==> src/rtl/axi_arb_pkg.sv <==
`default_nettype none
// =============================================================================
// axi_arb_pkg : state, grant and response encodings for axi_lite_arbiter
// Optional: AXI_ARB_TIMEOUT_EN adds the DRAIN state.    Revision: 1.0
// =============================================================================
package axi_arb_pkg;

`ifdef AXI_ARB_TIMEOUT_EN
    typedef enum logic [2:0] {
        IDLE  = 3'd0,
        RD_M0 = 3'd1,
        RD_M1 = 3'd2,
        WR_M1 = 3'd3,
        DRAIN = 3'd4
    } arb_state_t;
`else
    typedef enum logic [1:0] {
        IDLE  = 2'd0,
        RD_M0 = 2'd1,
        RD_M1 = 2'd2,
        WR_M1 = 2'd3
    } arb_state_t;
`endif

    localparam logic       GNT_M0      = 1'b0;
    localparam logic       GNT_M1      = 1'b1;
    localparam logic [2:0] RESP_OKAY   = 3'b000;
    localparam logic [2:0] RESP_DECERR = 3'b011;

endpackage
`default_nettype wire

==> src/rtl/axi_arb_timer.sv <==
`default_nettype none
// =============================================================================
// axi_arb_timer : response timeout counter; expired stays high until cleared
// Revision: 1.0
// =============================================================================
module axi_arb_timer #(
    parameter int TIMEOUT_CYC = 255
) (
    input  logic sys_clk,
    input  logic sys_rst_n,
    input  logic start,
    input  logic clear,
    output logic expired
);

    localparam int c_cnt_w = (TIMEOUT_CYC < 2) ? 1 : $clog2(TIMEOUT_CYC);
    localparam logic [c_cnt_w-1:0] c_last = c_cnt_w'(TIMEOUT_CYC - 1);

    logic               r_run;
    logic [c_cnt_w-1:0] r_cnt;

    // Counting from zero on the cycle after start puts expiry TIMEOUT_CYC cycles after start
    always_ff @(posedge sys_clk or negedge sys_rst_n) begin
        if (!sys_rst_n) begin
            r_run <= 1'b0;
            r_cnt <= '0;
        end else if (clear) begin
            r_run <= 1'b0;
            r_cnt <= '0;
        end else if (start) begin
            r_run <= 1'b1;
            r_cnt <= '0;
        end else if (r_run && !expired) begin
            r_cnt <= r_cnt + c_cnt_w'(1);
        end
    end

    assign expired = r_run && (r_cnt == c_last);

endmodule
`default_nettype wire

==> src/rtl/axi_lite_arbiter.sv <==
`default_nettype none
// =============================================================================
// axi_lite_arbiter : 2-master / 1-slave round-robin AXI-lite arbiter, one
// transaction outstanding. Optional: AXI_ARB_TIMEOUT_EN.     Revision: 1.0
// =============================================================================
module axi_lite_arbiter
    import axi_arb_pkg::*;
#(
    parameter int DATA_LEN    = 32,
    parameter int ADDR_LEN    = 32,
    parameter int STROB_LEN   = DATA_LEN / 8,
    parameter int TIMEOUT_CYC = 255
) (
    input  logic                 sys_clk,
    input  logic                 sys_rst_n,
    // master 0 : fetch (read only)
    input  logic                 m0_arvalid,
    input  logic                 m0_rready,
    input  logic [ADDR_LEN-1:0]  m0_raddr,
    output logic                 m0_arready,
    output logic                 m0_rvalid,
    output logic [DATA_LEN-1:0]  m0_rdata,
    output logic [2:0]           m0_rresp,
    // master 1 : load/store
    input  logic                 m1_arvalid,
    input  logic                 m1_awvalid,
    input  logic                 m1_wvalid,
    input  logic                 m1_rready,
    input  logic                 m1_bready,
    input  logic [ADDR_LEN-1:0]  m1_raddr,
    input  logic [ADDR_LEN-1:0]  m1_waddr,
    input  logic [DATA_LEN-1:0]  m1_wdata,
    input  logic [STROB_LEN-1:0] m1_wstrob,
    output logic                 m1_arready,
    output logic                 m1_awready,
    output logic                 m1_wready,
    output logic                 m1_rvalid,
    output logic                 m1_bvalid,
    output logic [DATA_LEN-1:0]  m1_rdata,
    output logic [2:0]           m1_rresp,
    output logic [2:0]           m1_bresp,
    // shared slave
    output logic                 s_arvalid,
    output logic                 s_awvalid,
    output logic                 s_wvalid,
    output logic                 s_rready,
    output logic                 s_bready,
    output logic [ADDR_LEN-1:0]  s_raddr,
    output logic [ADDR_LEN-1:0]  s_waddr,
    output logic [DATA_LEN-1:0]  s_wdata,
    output logic [STROB_LEN-1:0] s_wstrob,
    input  logic                 s_arready,
    input  logic                 s_awready,
    input  logic                 s_wready,
    input  logic                 s_rvalid,
    input  logic                 s_bvalid,
    input  logic [DATA_LEN-1:0]  s_rdata,
    input  logic [2:0]           s_rresp,
    input  logic [2:0]           s_bresp
);

    arb_state_t r_state;
    arb_state_t w_state_nxt;
    logic       r_last_grant;
    logic       r_ar_done;
    logic       r_aw_done;
    logic       r_w_done;

    logic w_rd_m1, w_rd, w_wr;
    logic w_m0_req, w_m1_req;
    logic w_arvalid_sel, w_rready_sel, w_resp_ready;
    logic w_ar_hs, w_aw_hs, w_w_hs, w_r_hs, w_b_hs;
    logic w_to_active, w_to_acc;

    assign w_rd_m1 = (r_state == RD_M1);
    assign w_rd    = (r_state == RD_M0) || w_rd_m1;
    assign w_wr    = (r_state == WR_M1);

    assign w_m0_req = m0_arvalid;
    assign w_m1_req = m1_awvalid | m1_arvalid;

    assign w_arvalid_sel = w_rd_m1 ? m1_arvalid : m0_arvalid;
    assign w_rready_sel  = w_rd_m1 ? m1_rready  : m0_rready;
    assign w_resp_ready  = w_rd ? w_rready_sel : m1_bready;

    assign w_ar_hs = w_rd && w_arvalid_sel && !r_ar_done && s_arready;
    assign w_aw_hs = w_wr && m1_awvalid && !r_aw_done && s_awready;
    assign w_w_hs  = w_wr && m1_wvalid  && !r_w_done  && s_wready;
    assign w_r_hs  = w_rd && s_rvalid && w_rready_sel && !w_to_active;
    assign w_b_hs  = w_wr && s_bvalid && m1_bready    && !w_to_active;
    assign w_to_acc = w_to_active && w_resp_ready;

`ifdef AXI_ARB_TIMEOUT_EN
    logic w_expired;
    logic w_wr_start;
    logic w_slave_resp;
    logic r_to_hold;

    assign w_wr_start = w_wr && !(r_aw_done && r_w_done)
                        && (r_aw_done || w_aw_hs) && (r_w_done || w_w_hs);
    assign w_slave_resp = w_rd ? s_rvalid : s_bvalid;
    // A slave response arriving in the expiry cycle is forwarded instead of the error
    assign w_to_active = (w_rd || w_wr) && (r_to_hold || (w_expired && !w_slave_resp));

    axi_arb_timer #(
        .TIMEOUT_CYC (TIMEOUT_CYC)
    ) u_timer (
        .sys_clk   (sys_clk),
        .sys_rst_n (sys_rst_n),
        .start     (w_ar_hs || w_wr_start),
        .clear     (!(w_rd || w_wr)),
        .expired   (w_expired)
    );

    always_ff @(posedge sys_clk or negedge sys_rst_n) begin
        if (!sys_rst_n) begin
            r_to_hold <= 1'b0;
        end else begin
            r_to_hold <= w_to_active && !w_resp_ready;
        end
    end
`else
    logic w_unused_timeout;

    assign w_to_active      = 1'b0;
    assign w_unused_timeout = (TIMEOUT_CYC != 0);
`endif

    always_ff @(posedge sys_clk or negedge sys_rst_n) begin
        if (!sys_rst_n) begin
            r_state      <= IDLE;
            r_last_grant <= GNT_M1;
            r_ar_done    <= 1'b0;
            r_aw_done    <= 1'b0;
            r_w_done     <= 1'b0;
        end else begin
            r_state <= w_state_nxt;
            if (r_state == IDLE) begin
                r_ar_done <= 1'b0;
                r_aw_done <= 1'b0;
                r_w_done  <= 1'b0;
                if (w_state_nxt != IDLE) begin
                    r_last_grant <= (w_state_nxt == RD_M0) ? GNT_M0 : GNT_M1;
                end
            end else begin
                if (w_ar_hs) r_ar_done <= 1'b1;
                if (w_aw_hs) r_aw_done <= 1'b1;
                if (w_w_hs)  r_w_done  <= 1'b1;
            end
        end
    end

    always_comb begin
        w_state_nxt = r_state;
        m0_arready  = 1'b0;
        m0_rvalid   = 1'b0;
        m1_arready  = 1'b0;
        m1_awready  = 1'b0;
        m1_wready   = 1'b0;
        m1_rvalid   = 1'b0;
        m1_bvalid   = 1'b0;
        s_arvalid   = 1'b0;
        s_awvalid   = 1'b0;
        s_wvalid    = 1'b0;
        s_rready    = 1'b0;
        s_bready    = 1'b0;
        case (r_state)
            IDLE: begin
                // Ties go to whichever master was not granted last
                if (w_m0_req && (!w_m1_req || r_last_grant == GNT_M1)) begin
                    w_state_nxt = RD_M0;
                end else if (w_m1_req) begin
                    w_state_nxt = m1_awvalid ? WR_M1 : RD_M1;
                end
            end
            RD_M0: begin
                s_arvalid  = m0_arvalid && !r_ar_done;
                m0_arready = s_arready && !r_ar_done;
                m0_rvalid  = s_rvalid || w_to_active;
                s_rready   = m0_rready && !w_to_active;
                if (w_r_hs) w_state_nxt = IDLE;
`ifdef AXI_ARB_TIMEOUT_EN
                if (w_to_acc) w_state_nxt = DRAIN;
`endif
            end
            RD_M1: begin
                s_arvalid  = m1_arvalid && !r_ar_done;
                m1_arready = s_arready && !r_ar_done;
                m1_rvalid  = s_rvalid || w_to_active;
                s_rready   = m1_rready && !w_to_active;
                if (w_r_hs) w_state_nxt = IDLE;
`ifdef AXI_ARB_TIMEOUT_EN
                if (w_to_acc) w_state_nxt = DRAIN;
`endif
            end
            WR_M1: begin
                s_awvalid  = m1_awvalid && !r_aw_done;
                m1_awready = s_awready && !r_aw_done;
                s_wvalid   = m1_wvalid && !r_w_done;
                m1_wready  = s_wready && !r_w_done;
                m1_bvalid  = s_bvalid || w_to_active;
                s_bready   = m1_bready && !w_to_active;
                if (w_b_hs) w_state_nxt = IDLE;
`ifdef AXI_ARB_TIMEOUT_EN
                if (w_to_acc) w_state_nxt = DRAIN;
`endif
            end
`ifdef AXI_ARB_TIMEOUT_EN
            DRAIN: begin
                // Swallow the late slave response; the master already got its error
                s_rready = 1'b1;
                s_bready = 1'b1;
                if (s_rvalid || s_bvalid) w_state_nxt = IDLE;
            end
`endif
            default: w_state_nxt = IDLE;
        endcase
    end

    assign s_raddr  = w_rd_m1 ? m1_raddr : m0_raddr;
    assign s_waddr  = m1_waddr;
    assign s_wdata  = m1_wdata;
    assign s_wstrob = m1_wstrob;

    assign m0_rdata = s_rdata;
    assign m1_rdata = s_rdata;
    assign m0_rresp = w_to_active ? RESP_DECERR : s_rresp;
    assign m1_rresp = w_to_active ? RESP_DECERR : s_rresp;
    assign m1_bresp = w_to_active ? RESP_DECERR : s_bresp;

endmodule
`default_nettype wire

==> config.mk <==
export PLATFORM = sky130hd
export DESIGN_NAME = axi_lite_arbiter
export DESIGN_NICKNAME = d
export VERILOG_FILES = /design/src/rtl/axi_arb_pkg.sv /design/src/rtl/axi_arb_timer.sv /design/src/rtl/axi_lite_arbiter.sv
export SDC_FILE = /design/constraint.sdc
export NUM_CORES = 1
export LEC_CHECK = 0
export ABC_AREA = 1
export CAP_MARGIN = 5
export CORE_AREA = 5 5 141 143
export DETAILED_ROUTE_END_ITERATION = 6
export DIE_AREA = 0 0 146 148
export SYNTH_ARGS = -nofsm -noshare
export SYNTH_HDL_FRONTEND = slang
export SYNTH_SLANG_ARGS = --single-unit
==> constraint.sdc <==
create_clock -name sys_clk -period 1.7 [get_ports sys_clk]
set_clock_uncertainty 0.1 [all_clocks]
set_input_delay 0.34 -clock sys_clk [delete_from_list [all_inputs] [get_ports sys_clk]]
set_output_delay 0.34 -clock sys_clk [all_outputs]
set_load 0.05 [all_outputs]
==> results by group <==
Clock network
  • Clk sink count: 6
  • Cts hold-fix bufs: 0
  • CTS root buf: clkbuf_16
  • Clock Latency Late Sink: 230 ps
  • CTS tree: done
  • H-tree depth: 1
  • Reg clk slew, reported paths: 40 ps
  • Bufs on Longest Clock Path: 2
  • CTS buffer count: 3

Finish
  • Multi-input logic area: 860 um^2
  • Area Growth Syn to Fin: 57.8%
  • Final core utilization: 0.169
  • Post-route cell area: 3120 um^2
  • Post-layout nets: 508
  • Fraction of layout instances using a drive strength above 1: 0.417
  • Fill cells: 2,088
  • Ant. Diodes: 0
  • Sequential Area: 151 um^2

Critical path
  • Critical path, cell by cell: ha_4 -> buf_12 -> or2_4 -> nand3_4 -> nor2_4 -> buf_12
  • Largest stage delay, worst path: 410 ps
  • Register-to-register path setup slack: 220 ps
  • Endpoint of the worst setup timing path: s_arvalid
  • CP startpoint: r_state[1]
  • Required time of the critical path: 1260 ps
  • Critical R2R Launch: r_state[0]
  • Top delay family on crit path: flip-flops
  • Crit end category: output port
  • Buf/Inv on CP: 2
  • Reg2Reg Depth: 10
  • WP data arrival: 1470 ps
  • Reg-to-Reg End: r_state[0]
  • WP depth: 6
  • Slowest cell on the critical path: dfrtp_1
  • CP Max Fanout: 5
  • Worst Setup Start Kind: register
  • Critical Setup Path Class: reg2out
  • Top cell by count, worst path: buf_12

Worst hold path
  • Hold Crit Class: in2async

Placed design
  • RD Place Congestion: 0.700
  • Area of placed instances: 2690 um^2
  • Buffers on Ports: 121
  • Dpl hpwl: 6.71 mm

Route
  • Antenna viol nets, final: 0
  • DRC: 0
  • Number of vias per cell: 3.14
  • Final WL: 8.25 mm
  • Post-DR wirelength/cell: 14.9 um
  • Initial DRT Pass Iterations: 4
  • DRT iter0 DRCs: 57
  • Via count: 1,737

STA
  • Final Worst Setup Slack: -213 ps
  • Setup violations, final: 43
  • Max-slew violations: 0
  • Min Tclk post-route: 1910 ps
  • Unrepaired setup endpoints after global routing: yes
  • Worst Tran Pin Value: 300 ps
  • Slew HR: 0.799
  • Post-route clock period utilization: 1.13
  • Final hold violation count: 0
  • Fmax: 0.523 GHz

Pwr
  • Leak pwr: 0.00136 uW
  • Max VDD drop: 0.000902 V
  • Pwr dens: 1590 nW/um^2

Synthesis
  • Post-Syn Nets: 509
  • Post-synth top cells: 144 x buf_4, 123 x nand2_1, 16 x inv_1, 7 x nor2_1, 5 x dfrtp_1
  • Avg Cell Area, Syn: 6.16 um^2
  • Most numerous cell in the Yosys netlist: buf_4
  • Yosys top cell by area: buf_4
  • Number of synthesized register bits: 6
  • EDFF count, synth: 0
  • Top FF cell, synth: dfrtp_1
  • Fraction of registers with async set/reset: 1.00
  • Top cell type's share of synthesized area: 0.547
  • Ranking of synthesized cells by area: buf_4 55%, nand2_1 23%, dfrtp_1 6.3%
  • Synth warn: 0
  • Synth Instances: 321
  • Synth cell types: 20
  • Post-Syn Area: 1980 um^2
  • Seq/Total Area, Yosys: 0.0766

Global routing
  • Gr usage total: 0.0693
  • Global Route met3 Usage: 0.0530
  • Met2 Use GR: 0.111
  • GR Util met1: 0.0622
  • Vias in the first global route: 1,800
  • First-pass GRT wire length: 11.5 mm
  • Total congestion overflow: 0
  • Initial antenna violation count: 0
  • Most Crowded Layer GR: met2
  • Pin count of the biggest net entering global routing: 26

Floorplan
  • Die Y: 148 um
  • Die area: 21,600 um^2
  • Initial core utilization: 0.107
  • Boundary pin count: 369
  • Std-Cell Core Area: 18,500 um^2
  • Site Rows: 50
  • DIE WIDTH: 146 um

Status
  • Status: complete, but fails checks
  • Violated checks: negative setup slack

Run
  • Max Cap Violations: 0
## how the worst min path moves through the flow
stage	from	end	slack [ps]	depth (start not counted)
CTS	sys_rst_n	r_w_done	280	1
global placement	r_last_grant	r_last_grant	360	2
detailed placement	r_last_grant	r_last_grant	360	2
floorplan	sys_rst_n	r_ar_done	-60	0
global route	sys_rst_n	r_w_done	300	1
finish	sys_rst_n	r_w_done	260	1
## state kept, by name (all words and copies together), names as in the netlist
register	flops
r_w_done	1
r_state	2
r_aw_done	1
r_last_grant	1
r_ar_done	1
## power by group
group          internal, uW  switching, uW  total (uW)
Sequential              203           37.9         241
Combinational          1810           2500        4310
Clock                   312           88.6         401
## worst reg2reg max path, stage by stage (launching register included)
cell	delay, ps
dfrtp_1	380
inv_2	80
ha_4	190
inv_4	80
buf_16	160
nand2_1	80
nand3_2	50
nand2_1	70
nand2_1	60
nand2_1	50
nand2_1	60
## metal layers
layer / vias to the layer above / wire length [um]
met2: 181 / 3760
met5: - / 0
met3: 58 / 1490
met1: 685 / 2480
li1: 813 / -
met4: 0 / 515
## metrics by stage
stage | instances | setup TNS, ps | total power, uW | setup WS [ps] | hold slack [ps]
after detailed placement | 544 | -1090 | 3900 | -95.7 | 362
after floorplan | 321 | -135 | 3320 | -81.9 | -55.6
final | 553 | -5640 | 4950 | -213 | 263
after CTS | 551 | -7050 | 4920 | -224 | 278
after global routing | 553 | -9230 | 5270 | -277 | 305
after global placement | 544 | -273 | 3880 | -90.4 | 358
## cells by family after synthesis
| group | after synthesis | share of synthesized area |
|---|---|---|
| adders and majority gates | 4 | 0.0253 |
| buffers and inverters | 166 | 0.594 |
| and+or+nand+nor | 139 | 0.285 |
| AOI/OAI and AO/OA | 6 | 0.0190 |
| DFF | 6 | 0.0766 |
## repair_timing
action / CTS / global route
resized for setup: 66 / 14
pin swaps: 8 / 4
setup endpoints to repair: 44 / 44
buffers inserted: 2 / 2
gates cloned: 1 / 0
## placed cells by master (no fill, tap or decap)
| master | instances |
|---|---|
| clkbuf_1 | 1 |
| nand2_4 | 1 |
| nand3_4 | 1 |
| or2_4 | 1 |
| a21oi_4 | 1 |
| nor2_4 | 6 |
| buf_4 | 12 |
| clkdlybuf4s50_1 | 77 |
| dfrtp_1 | 5 |
| nand2_2 | 35 |
| nor2_1 | 2 |
| clkinvlp_4 | 1 |
| buf_8 | 10 |
| nand3_1 | 2 |
| dfstp_2 | 1 |
| clkbuf_16 | 3 |
| nand3_2 | 1 |
| buf_6 | 26 |
| inv_2 | 5 |
| nand2_1 | 88 |
| buf_12 | 16 |
| nor3_4 | 1 |
| buf_16 | 1 |
| a21oi_1 | 2 |
| o21ai_0 | 1 |
| ha_4 | 4 |
| inv_4 | 2 |
| inv_6 | 2 |
| a21oi_2 | 2 |
| nand4_2 | 1 |
| inv_1 | 8 |
## cell type report
type,instances,share of cell area
tap,234,0.0938
inverter,18,0.0277
timing repair buffer,142,0.529
sequential,6,0.0485
clock buffer,4,0.0253
multi-input combinational,149,0.275
(Power assumes the default switching activity.)
